### config.mk
export PLATFORM = sky130hd
export DESIGN_NAME = instruction_fetch
export DESIGN_NICKNAME = d
export VERILOG_FILES = /design/src/rtl/instruction_fetch.sv
export SDC_FILE = /design/constraint.sdc
export NUM_CORES = 1
export LEC_CHECK = 0
export CORE_MARGIN = 2
export CORE_UTILIZATION = 47
export CTS_BUF_LIST = sky130_fd_sc_hd__clkbuf_8 sky130_fd_sc_hd__clkbuf_16
export DETAILED_ROUTE_END_ITERATION = 6
export GPL_ROUTABILITY_DRIVEN = 0
export GPL_TIMING_DRIVEN = 0
export PLACE_DENSITY = 0.78
export REMOVE_ABC_BUFFERS = 1
export SLEW_MARGIN = 20
export SYNTH_ARGS = -nofsm -noshare
export SYNTH_HDL_FRONTEND = slang
export SYNTH_SLANG_ARGS = --single-unit
### constraint.sdc
create_clock -name clk -period 2.7 [get_ports clk]
set_input_delay 0.405 -clock clk [delete_from_list [all_inputs] [get_ports clk]]
set_output_delay 0.405 -clock clk [all_outputs]
set_load 0.01 [all_outputs]
### src/rtl/instruction_fetch.sv
// instruction_fetch: PC owner, ROM addressing, registered fetch with stall, redirect squash and halt sentinel
module instruction_fetch #(
  parameter int ADDR_W = 5,
  parameter logic [31:0] RESET_PC = 32'h0000_0000
) (
  input  logic              clk,
  input  logic              rst,
  output logic [ADDR_W-1:0] rom_addr,
  input  logic [31:0]       rom_instr,
  input  logic              stall,
  input  logic              branch_taken,
  input  logic [31:0]       branch_target,
  output logic [31:0]       instr,
  output logic [31:0]       instr_pc,
  output logic              instr_valid,
  output logic              halted
);
  typedef enum logic {RUN, HALT} state_t;
  state_t state, state_d;
  logic [31:0] pc_q, pc_d, instr_d, instr_pc_d;
  logic valid_d;
  logic sentinel;
  assign rom_addr = pc_q[ADDR_W+1:2];
  assign halted   = state == HALT;
  assign sentinel = rom_instr == 32'hFFFF_FFFF;
  always_comb begin
    state_d    = state;
    pc_d       = pc_q;
    instr_d    = instr;
    instr_pc_d = instr_pc;
    valid_d    = instr_valid;
    if (state == HALT) begin
      valid_d = 1'b0;
    end else if (branch_taken) begin
      pc_d    = {branch_target[31:2], 2'b00};
      valid_d = 1'b0;
    end else if (!stall) begin
      if (sentinel) begin
        // the sentinel word is never handed to decode
        state_d = HALT;
        valid_d = 1'b0;
      end else begin
        instr_d    = rom_instr;
        instr_pc_d = pc_q;
        valid_d    = 1'b1;
        pc_d       = pc_q + 32'd4;
      end
    end
  end
  always_ff @(posedge clk) begin
    if (rst) begin
      state       <= RUN;
      pc_q        <= RESET_PC;
      instr       <= '0;
      instr_pc    <= '0;
      instr_valid <= 1'b0;
    end else begin
      state       <= state_d;
      pc_q        <= pc_d;
      instr       <= instr_d;
      instr_pc    <= instr_pc_d;
      instr_valid <= valid_d;
    end
  end
endmodule
# After elaboration in Yosys (flattened, before gate mapping)
# Cells that the tools add are included.
# classes
add_sub_neg,1
eq_ne,3
mux,8
n_bitwise,4
reduce_logical,3
# ops
cell,n
two-way mux 32 bit,3
adder 32 x 3 -> 32 bit (second input constant),1
== test 32 bit (second input constant),1
two-way mux 1 bit,5
inverter 1 bit,4
AND reduction 4 bit,1
AND reduction 3 bit,1
OR reduction 3 bit,1
inequality test 2 x 1 -> 1 bit (second input constant),1
inequality test 2 bit (second input constant),1
# totals
regBits,98
inputBits,68
out_inout_bits,71
word_cells,24

# Logic depth before layout (Yosys ltp)
# Gate-level depths: netlist (run 1).
# depth
word_depth,5
mapped_depth,8
mapped_depth_nobuf,7

# Worst setup path after synthesis (run 1)
# No wires, ideal clock.
# synth_path
path_type,register to register
start,reg pc_q[2]
end,reg pc_q[30]
setup_ns,0.070
arrival_time_ns,1.896
t_required_ns,2.630
path_slack_ns,0.733
stages_incl_launch_ff,9
n_path_buf,1
period_less_slack_ns,1.967
path_cell_list,dfxtp_1 ha_1 and4_1 and4_1 clkbuf_1 nand2_1 o41ai_1 nand2_1 a21oi_1
# synth_between
elab_chain_cells,4
# synth_rtl
item,line,rtl
"start, declared",20,"logic [31:0] pc_q, pc_d, instr_d, instr_pc_d;"
"start signal, assigned",59,pc_q <= pc_d;
adder 32 x 3 -> 32 bit,46,pc_d = pc_q + 32'd4;
two-way mux 32 bit,38,if (sentinel) begin
two-way mux 32 bit,37,end else if (!stall) begin
two-way mux 32 bit,34,end else if (branch_taken) begin
# Every way passes these cells. The select of a mux whose other input is x is not followed.
# A chain may end at the register's enable or synchronous reset.

# Final worst setup path (run 1)
# layout_path
start,in rom_instr[24]
end,reg pc_q[28]
# layout_between
elab_chain_cells,3
# layout_rtl
item,line,rtl
"start, declared",9,"input logic [31:0] rom_instr,"
== test 32 bit,25,assign sentinel = rom_instr == 32'hFFFF_FFFF;
inequality test 2 bit (no line),-,
AND reduction 3 bit (no line),-,
# Every way passes these cells.

==> summary.txt, run 1 <==
sequential cell area = 1882 um2
Seq cells post-synth = 94
gr usage total = 22.94%
WL per Instance = 14.91 um
Detailed Route Iter0 Violations = 259
largest net degree at the start of global routing = 65
Detail Placement HPWL = 7.950 mm
Max Cap Viol = 0
most common cell after layout, fill and taps aside = nand2_1
# diodes = 0
Horiz. Die Dim = 100.9 um
Final Non-Filler Cells = 797
Setup crit start = rom_instr[24]
critical path class = primary input to register
Buf+Inv Stages, Crit Path = 1
Avg Synthesized Cell Area = 7.552 um2
final-report max-slew violation count = 0
Pre-antenna DRT Iters = 5
post-synthesis async set-or-reset flop share = 0%
vias in the first global route = 4003
vias = 4435
Crit. End Element = register
Critical Path Max Stage Delay = 0.64 ns
GR Util met3 = 4.508%
Rows = 35
CTS tree = done
DIE AREA = 10170 um2
crit path capture = pc_q[28]
CP Cell Sequence = clkdlybuf4s50_1 -> nand4_1 -> nor4_1 -> a21oi_2 -> o21ba_2 -> o21ai_0 -> a32o_1
Multi-input gate area = 2287 um2
# DRC = 0
run status = finished clean
RSZ-0062 raised after global routing = no
core area = 9153 um2
grt met2 use = 38.31%
Num Clock Sinks = 94
reg2reg path depth = 7
first-pass GRT wire length = 18.96 mm
Worst setup SP type = primary input
drt total wl = 11.89 mm
H-tree Lvls = 3
count of cell types in the netlist = 51
GR Overflow Total = 0
worst vdd ir = 0.2441 mV
Finished Cell Area = 5904 um2
GR Layer Usage met1 = 29.64%
sequential area share after synthesis = 42.67%
Top FF cell, synth = dfxtp_1
Final Skew = 0.009116 ns
worst-case clock buffer depth = 2
worst path arrival time = 2.72 ns
placed cell area = 5678 um2
fillers = 805
Lkg Pwr = 2.024 nW
Final #Nets = 750
slowest cell on the critical path = o21ba_2
number of flops mapped to enable cells by yosys = 0
Tmin final = 2.461 ns
fin crit share = 91.16%
busiest grt layer = met2
worst min-delay path class = register to register
Initial Util = 48.19%
Power Total = 2.854 mW
Die H = 100.9 um
Clock Pin Slew Worst Setup and Hold Paths = 0.10 ns
synthesis-to-layout area growth = 33.87%
Max FO, Critical Path = 28
CTS Buf Count = 9
mapped cell area = 4410 um2
Peak Freq = 0.4063 GHz
vias per cell = 5.565
Worst Setup Slack, final = 0.2386 ns
fraction of layout cells with a size suffix above 1 = 5.685%
flop-to-flop setup slack = 0.40 ns
dpl ws = -0.4929 ns
number of I/O pins = 139
placed cell count = 780
Mapped Cells = 584
worst hold stages = 2
worst-margin pin slew = 0.6476 ns
worst path required time = 2.96 ns
Final setup viols = 0
Power Density = 483.4 nW/um2
Critical Path Stages = 7
clock root cell = clkbuf_8
yosys warns = 0
reg2reg end = pc_q[30]
worst r2r src = pc_q[2]
CP top delay family = compound AO/OA/AOI/OAI gates
Hold Vio Cnt, Final = 0
initial antenna violation count = 0
clk_lat worst skew = 0.37 ns
relative slew slack = 56.82%
port bufs = 134
most frequent cells in the layout = nand2_1, clkdlybuf4s50_1, a21oi_1
Routed Antenna Nets = 0
## worst min-delay path, cell delays in order, from the launching register on
cell and delay, ns:
dfxtp_1 0.32, nand2_1 0.05, a21oi_1 0.05
## through the flow
step | hold slack (ns) | util, % | setup TNS, ns
4_1_cts | 0.4623 | 64.10 | 0
3_5_place_dp | 0.4478 | 62.04 | -16.83
2_1_floorplan | 0.4395 | - | 0
5_1_grt | 0.4767 | 64.51 | 0
3_3_place_gp | 0.4409 | 61.34 | -199.10
6_report | 0.4583 | 64.51 | 0
## layer usage
metal | vias up | wire, um
li1 | 2215 | -
met1 | 2041 | 5460
met2 | 162 | 5447
met3 | 17 | 802
met4 | 0 | 177
met5 | - | 0
## layout make-up
type | instances | share of cell area, %
Sequential cell | 94 | 31.87
Clock buffer | 10 | 2.331
Timing Repair Buffer | 137 | 23.65
Inverter | 3 | 0.1907
Tap cell | 111 | 2.352
Clock inverter | 6 | 0.8688
Multi-Input combinational cell | 436 | 38.74
## repair_timing
| action | in CTS | in global routing |
|---|---|---|
| cloned | 0 | 1 |
| pin swaps | 0 | 1 |
| hold buffers | 0 | 0 |
| hold endpoints to repair | 0 | 0 |
| setup buffers | 0 | 0 |
| resized for setup | 1 | 4 |
| endpoints found under the setup margin | 2 | 42 |
## state kept, by name, summed over array words and instances, names as in the netlist
register / flops
instr_valid: 1
instr_pc: 30
instr: 32
pc_q: 30
halted: 1
## kinds of logic (layout without fill, tap and decap cells)
kind of cell               after synthesis  count (layout)  share of synthesized area (%)
xor gates and xnor gates                 1               1                         0.1986
other                                    1               2                        0.08502
adders and majority gates                1               1                         0.2836
AOI/OAI and AO/OA                      164             165                          21.50
buffers and inverters                   56             156                          6.610
and+or+nand+nor                        264             264                          27.97
muxes                                    3               3                         0.6809
DFF                                     94              94                          42.67
## power breakdown
| part | leakage, nW | internal (mW) | switching, mW |
|---|---|---|---|
| Clock | 0.100 | 0.379 | 0.533 |
| Sequential | 0.768 | 1.45 | 0.0656 |
| Combinational | 1.16 | 0.224 | 0.207 |
## cells in the mapped netlist (3+ instances only)
| master | number | area share, % |
|---|---|---|
| nand2b_1 | 3 | 0.43 |
| a31oi_1 | 10 | 1.4 |
| buf_2 | 19 | 2.2 |
| buf_4 | 10 | 1.7 |
| a21oi_1 | 96 | 11 |
| o21ai_0 | 9 | 1.0 |
| and2_1 | 4 | 0.57 |
| mux2i_1 | 3 | 0.68 |
| inv_1 | 3 | 0.26 |
| nand3_1 | 9 | 1.0 |
| nand4_1 | 17 | 2.4 |
| nor4_1 | 3 | 0.43 |
| nor2b_1 | 4 | 0.57 |
| dfxtp_1 | 94 | 43 |
| nand2_1 | 177 | 15 |
| o41ai_1 | 6 | 1.2 |
| a22o_1 | 3 | 0.60 |
| clkbuf_1 | 20 | 1.7 |
| o21ai_1 | 19 | 2.2 |
| and3_1 | 3 | 0.43 |
| nor3_1 | 3 | 0.34 |
| o31ai_1 | 9 | 1.5 |
| nor2_1 | 23 | 2.0 |
| and4_1 | 3 | 0.60 |
## worst min-delay path by stage
stage	endpoint	startpoint	slack (ns)
after floorplan	instr_pc[31]	pc_q[31]	0.44
after global placement	instr[24]	instr[24]	0.44
after detailed placement	instr[7]	instr[7]	0.45
after CTS	instr[7]	instr[7]	0.46
after global routing	instr[18]	instr[18]	0.48
final	instr[7]	instr[7]	0.46
Note: power is estimated with default switching activity, not from simulation.
==> inputs of run 2 (changes only) <==
--- a/config.mk
+++ b/config.mk
@@ -17,3 +17,4 @@
 export SYNTH_ARGS = -nofsm -noshare
 export SYNTH_HDL_FRONTEND = slang
 export SYNTH_SLANG_ARGS = --single-unit
+export TNS_END_PERCENT = 5
==> run 2 against run 1 <==
Effect of this change: clock skew up 0.0010 ns; total power is essentially flat; sequential power about the same.
==> summary.txt, run 2 (synthesis results as in run 1) <==
placed cell area = 5678 um2
Rows = 35
H-tree Lvls = 3
Max FO, Critical Path = 14
vias = 4438
max reg flops = 32
initial antenna violation count = 0
sequential cell area = 1882 um2
# diodes = 0
# DRC = 0
dpl ws = -0.4929 ns
worst-margin pin slew = 0.7001 ns
Power Total = 2.853 mW
final-report max-slew violation count = 0
Detailed Route Iter0 Violations = 261
critical path class = primary input to register
first-pass GRT wire length = 18.96 mm
final core occ = 64.33%
setup TNS = 0 ns
reg2reg path depth = 7
most frequent cells in the layout = nand2_1, clkdlybuf4s50_1, a21oi_1
Horiz. Die Dim = 100.9 um
reg2reg end = pc_q[30]
Final #Nets = 750
CTS Buf Count = 9
Pre-antenna DRT Iters = 5
CTS tree = done
Top reg by flops = instr
worst vdd ir = 0.2457 mV
hold buffers post-CTS = 0
post-CTS setup buffers = 0
Routed Antenna Nets = 0
fin crit share = 90.90%
worst hold stages = 2
Min-Delay Startpoint = instr[5]
worst path arrival time = 2.75 ns
Final Non-Filler Cells = 797
placed cell count = 780
Num Clock Sinks = 94
WL per Instance = 14.90 um
Finished Cell Area = 5888 um2
Peak Freq = 0.4075 GHz
Tmin final = 2.454 ns
relative slew slack = 53.30%
Die H = 100.9 um
fillers = 804
worst min-delay path class = register to register
DIE AREA = 10170 um2
vias in the first global route = 4003
Worst setup SP type = primary input
Worst Setup Slack, final = 0.2458 ns
GR Overflow Total = 0
Crit. End Element = register
Max Cap Viol = 0
vias per cell = 5.568
run status = finished clean
port bufs = 134
Final setup viols = 0
Power Density = 484.6 nW/um2
clock root cell = clkbuf_8
WHS = 0.4585 ns
gr usage total = 22.94%
hold path endpoint = instr[5]
fraction of layout cells with a size suffix above 1 = 5.685%
Final Skew = 0.01014 ns
Detail Placement HPWL = 7.950 mm
Initial Util = 48.19%
worst-case clock buffer depth = 2
biggest regs = instr: 32 flops, instr_pc: 30 flops, pc_q: 30 flops
number of I/O pins = 139
flop-to-flop setup slack = 0.41 ns
largest net degree at the start of global routing = 65
Multi-input gate area = 2271 um2
Lkg Pwr = 2.027 nW
Hold Vio Cnt, Final = 0
worst r2r src = pc_q[2]
synthesis-to-layout area growth = 33.50%
core area = 9153 um2
worst path required time = 3.00 ns
RSZ-0062 raised after global routing = no
drt total wl = 11.88 mm
Clock Pin Slew Worst Setup and Hold Paths = 0.10 ns
clk_lat worst skew = 0.37 ns
most common cell after layout, fill and taps aside = nand2_1
run 2: cell counts in the layout (fill, tap and decap cells not counted):
No cell type changed its count.
run 2: worst max-delay path, cell delays in order:
cell             delay, ns
clkdlybuf4s50_1       0.48
nand4_1               0.11
nor4_1                0.51
a21oi_2               0.25
o21bai_2              0.64
o21ai_0               0.20
a21oi_1               0.15
run 2: cell type report:
cell class,count,area share (%)
Sequential cell,94,31.96
Tap cell,111,2.359
Multi-Input combinational cell,436,38.57
Clock buffer,10,2.337
Clock inverter,6,0.8712
Inverter,3,0.1912
Timing Repair Buffer,137,23.71
run 2: repair_timing:
item / CTS / global route
setup endpoints to repair: 2 / 42
gates cloned: 0 / 1
gates resized for setup: 1 / 2
pin swaps: 0 / 1
run 2: how the worst max path moves through the flow:
stage	from	endpoint	slack, ns
floorplan	rom_instr[12]	pc_q[22]	0.21
global placement	branch_taken	pc_q[22]	-2.49
detailed placement	rom_instr[10]	pc_q[28]	-0.49
CTS	rom_instr[31]	pc_q[7]	0.08
global route	rom_instr[19]	pc_q[22]	0.04
finish	rom_instr[20]	pc_q[25]	0.25
run 2: metal layers:
| metal | vias up | track usage (%) | routed length [um] |
|---|---|---|---|
| met5 | - | 0 | 0 |
| met4 | 0 | 7.798 | 203 |
| met3 | 19 | 4.508 | 844 |
| met2 | 164 | 38.31 | 5389 |
| met1 | 2044 | 29.64 | 5439 |
| li1 | 2211 | - | - |
run 2: power breakdown:
group	switching [mW]	internal (mW)	total, mW	leakage, nW
clock network	0.536	0.379	0.914	0.100
logic	0.205	0.223	0.428	1.16
registers	0.0654	1.45	1.51	0.768
==> inputs of run 3 (changes only) <==
--- a/config.mk
+++ b/config.mk
@@ -5,7 +5,6 @@
 export SDC_FILE = /design/constraint.sdc
 export NUM_CORES = 1
 export LEC_CHECK = 0
-export CORE_MARGIN = 2
 export CORE_UTILIZATION = 47
 export CTS_BUF_LIST = sky130_fd_sc_hd__clkbuf_8 sky130_fd_sc_hd__clkbuf_16
 export DETAILED_ROUTE_END_ITERATION = 6
@@ -13,6 +12,7 @@
 export GPL_TIMING_DRIVEN = 0
 export PLACE_DENSITY = 0.78
 export REMOVE_ABC_BUFFERS = 1
+export SKIP_LAST_GASP = 1
 export SLEW_MARGIN = 20
 export SYNTH_ARGS = -nofsm -noshare
 export SYNTH_HDL_FRONTEND = slang
==> run 3 against run 2 <==
Effect of this change: first-iteration DRC count down 16%; combinational power about the same; hold slack worse by 0.0015 ns; critical path type unchanged; via count down 0.32%; die area down 3.9%; worst setup slack worse by 0.22 ns; total power up 1.2%; register-to-register slack about the same; global-route usage up 1.2 points.
==> summary.txt, run 3 (synthesis results as in run 1) <==
Num Clock Sinks = 94
RSZ-0062 raised after global routing = yes
Power Density = 491.1 nW/um2
worst path arrival time = 2.96 ns
WL per Instance = 14.87 um
CP Cell Sequence = clkdlybuf4s50_1 -> nand4_1 -> nor4_1 -> a21oi_1 -> o21bai_4 -> o21ai_0 -> a21oi_1
biggest regs = instr: 32 flops, instr_pc: 30 flops, pc_q: 30 flops
Pre-antenna DRT Iters = 5
worst-case clock buffer depth = 2
worst-margin pin slew = 0.8390 ns
max reg flops = 32
worst min-delay path class = register to register
Top reg by flops = instr
worst path required time = 2.98 ns
GR Overflow Total = 0
largest net degree at the start of global routing = 65
first-pass GRT wire length = 19.40 mm
Critical Path Max Stage Delay = 0.64 ns
Initial Util = 49.61%
Final Skew = 0.007350 ns
worst vdd ir = 0.2543 mV
Crit. End Element = register
Finished Cell Area = 5882 um2
clock root cell = clkbuf_8
Max Cap Viol = 0
Hold Vio Cnt, Final = 0
clk_lat worst skew = 0.36 ns
drt total wl = 11.79 mm
placed cell area = 5674 um2
Tmin final = 2.672 ns
Rows = 34
vias per cell = 5.579
Final Non-Filler Cells = 793
fin crit share = 98.98%
CTS Buf Count = 9
H-tree Lvls = 3
initial antenna violation count = 0
placed cell count = 777
slowest cell on the critical path = o21bai_4
most common cell after layout, fill and taps aside = nand2_1
Lkg Pwr = 2.025 nW
Detail Placement HPWL = 8.059 mm
hold buffers post-CTS = 0
most frequent cells in the layout = nand2_1, clkdlybuf4s50_1, a21oi_1
run status = finished clean
Horiz. Die Dim = 98.87 um
vias = 4424
Detailed Route Iter0 Violations = 218
final-report max-slew violation count = 0
critical path class = primary input to register
fillers = 781
Final #Nets = 749
DIE AREA = 9775 um2
# diodes = 0
Worst setup SP type = primary input
port bufs = 134
# DRC = 0
gr usage total = 24.16%
number of I/O pins = 139
fraction of layout cells with a size suffix above 1 = 5.109%
Max FO, Critical Path = 28
relative slew slack = 44.07%
post-CTS setup buffers = 0
Peak Freq = 0.3742 GHz
core area = 8891 um2
Clock Pin Slew Worst Setup and Hold Paths = 0.09 ns
vias in the first global route = 4229
Power Total = 2.888 mW
most numerous cell on the critical path = a21oi_1
Die H = 98.87 um
synthesis-to-layout area growth = 33.36%
CTS tree = done
Final setup viols = 0
Routed Antenna Nets = 0
run 3: per-layer routing:
layer	up-vias	global-route usage (%)	share of wire (%)
met2	184	41.31	48
met4	0	9.185	1.4
met5	-	0	0
li1	2203	-	-
met3	18	4.255	6.8
met1	2019	30.33	44
run 3: repair_timing:
action | CTS | global route
setup endpoints to repair | 1 | 15
gates resized for setup | 1 | 1
gates cloned | 0 | 0
endpoints found under the hold margin | 0 | 0
pin swaps | 0 | 0
run 3: final timing paths:
kind	from	endpoint	slack (ns)	cells past startpoint
worst max register to register	pc_q[2]	pc_q[30]	0.41	7
worst max-delay path	rom_instr[12]	pc_q[7]	0.03	7
worst min register to register	instr_pc[19]	instr_pc[19]	0.46	2
worst min-delay path	instr_pc[19]	instr_pc[19]	0.46	2
run 3: area by class of cell:
cell class / instances / area, um2 / area share, %
Multi-Input combinational cell: 435 / 2258 / 38.40
Sequential cell: 94 / 1882 / 31.99
Timing Repair Buffer: 137 / 1396 / 23.74
Clock buffer: 10 / 137.6 / 2.340
Tap cell: 108 / 135.1 / 2.297
Clock inverter: 6 / 61.31 / 1.042
Inverter: 3 / 11.26 / 0.1914
run 3: power by group:
| group | total (mW) | switching [mW] | internal [mW] |
|---|---|---|---|
| logic | 0.427 | 0.205 | 0.223 |
| registers | 1.51 | 0.0662 | 1.45 |
| clock network | 0.949 | 0.497 | 0.452 |
run 3: stage by stage:
stage          setup TNS [ns]  setup WS [ns]  utilization (%)  hold WS (ns)
6_report                    0        0.02754            66.16        0.4570
5_1_grt                -1.574        -0.1372            66.16        0.4731
4_1_cts                     0        0.07127            66.06        0.4587
3_5_place_dp           -17.64        -0.4630            63.82        0.4456
3_3_place_gp          -199.42         -2.507            63.10        0.4416
2_1_floorplan               0         0.2084                -        0.4395
run 3: critical path, delay by kind of cell:
family                 cells  cell delay (ns)
AO/OA/AOI/OAI              4             1.43
buffers and inverters      1             0.49
AND/OR/NAND/NOR            2             0.62
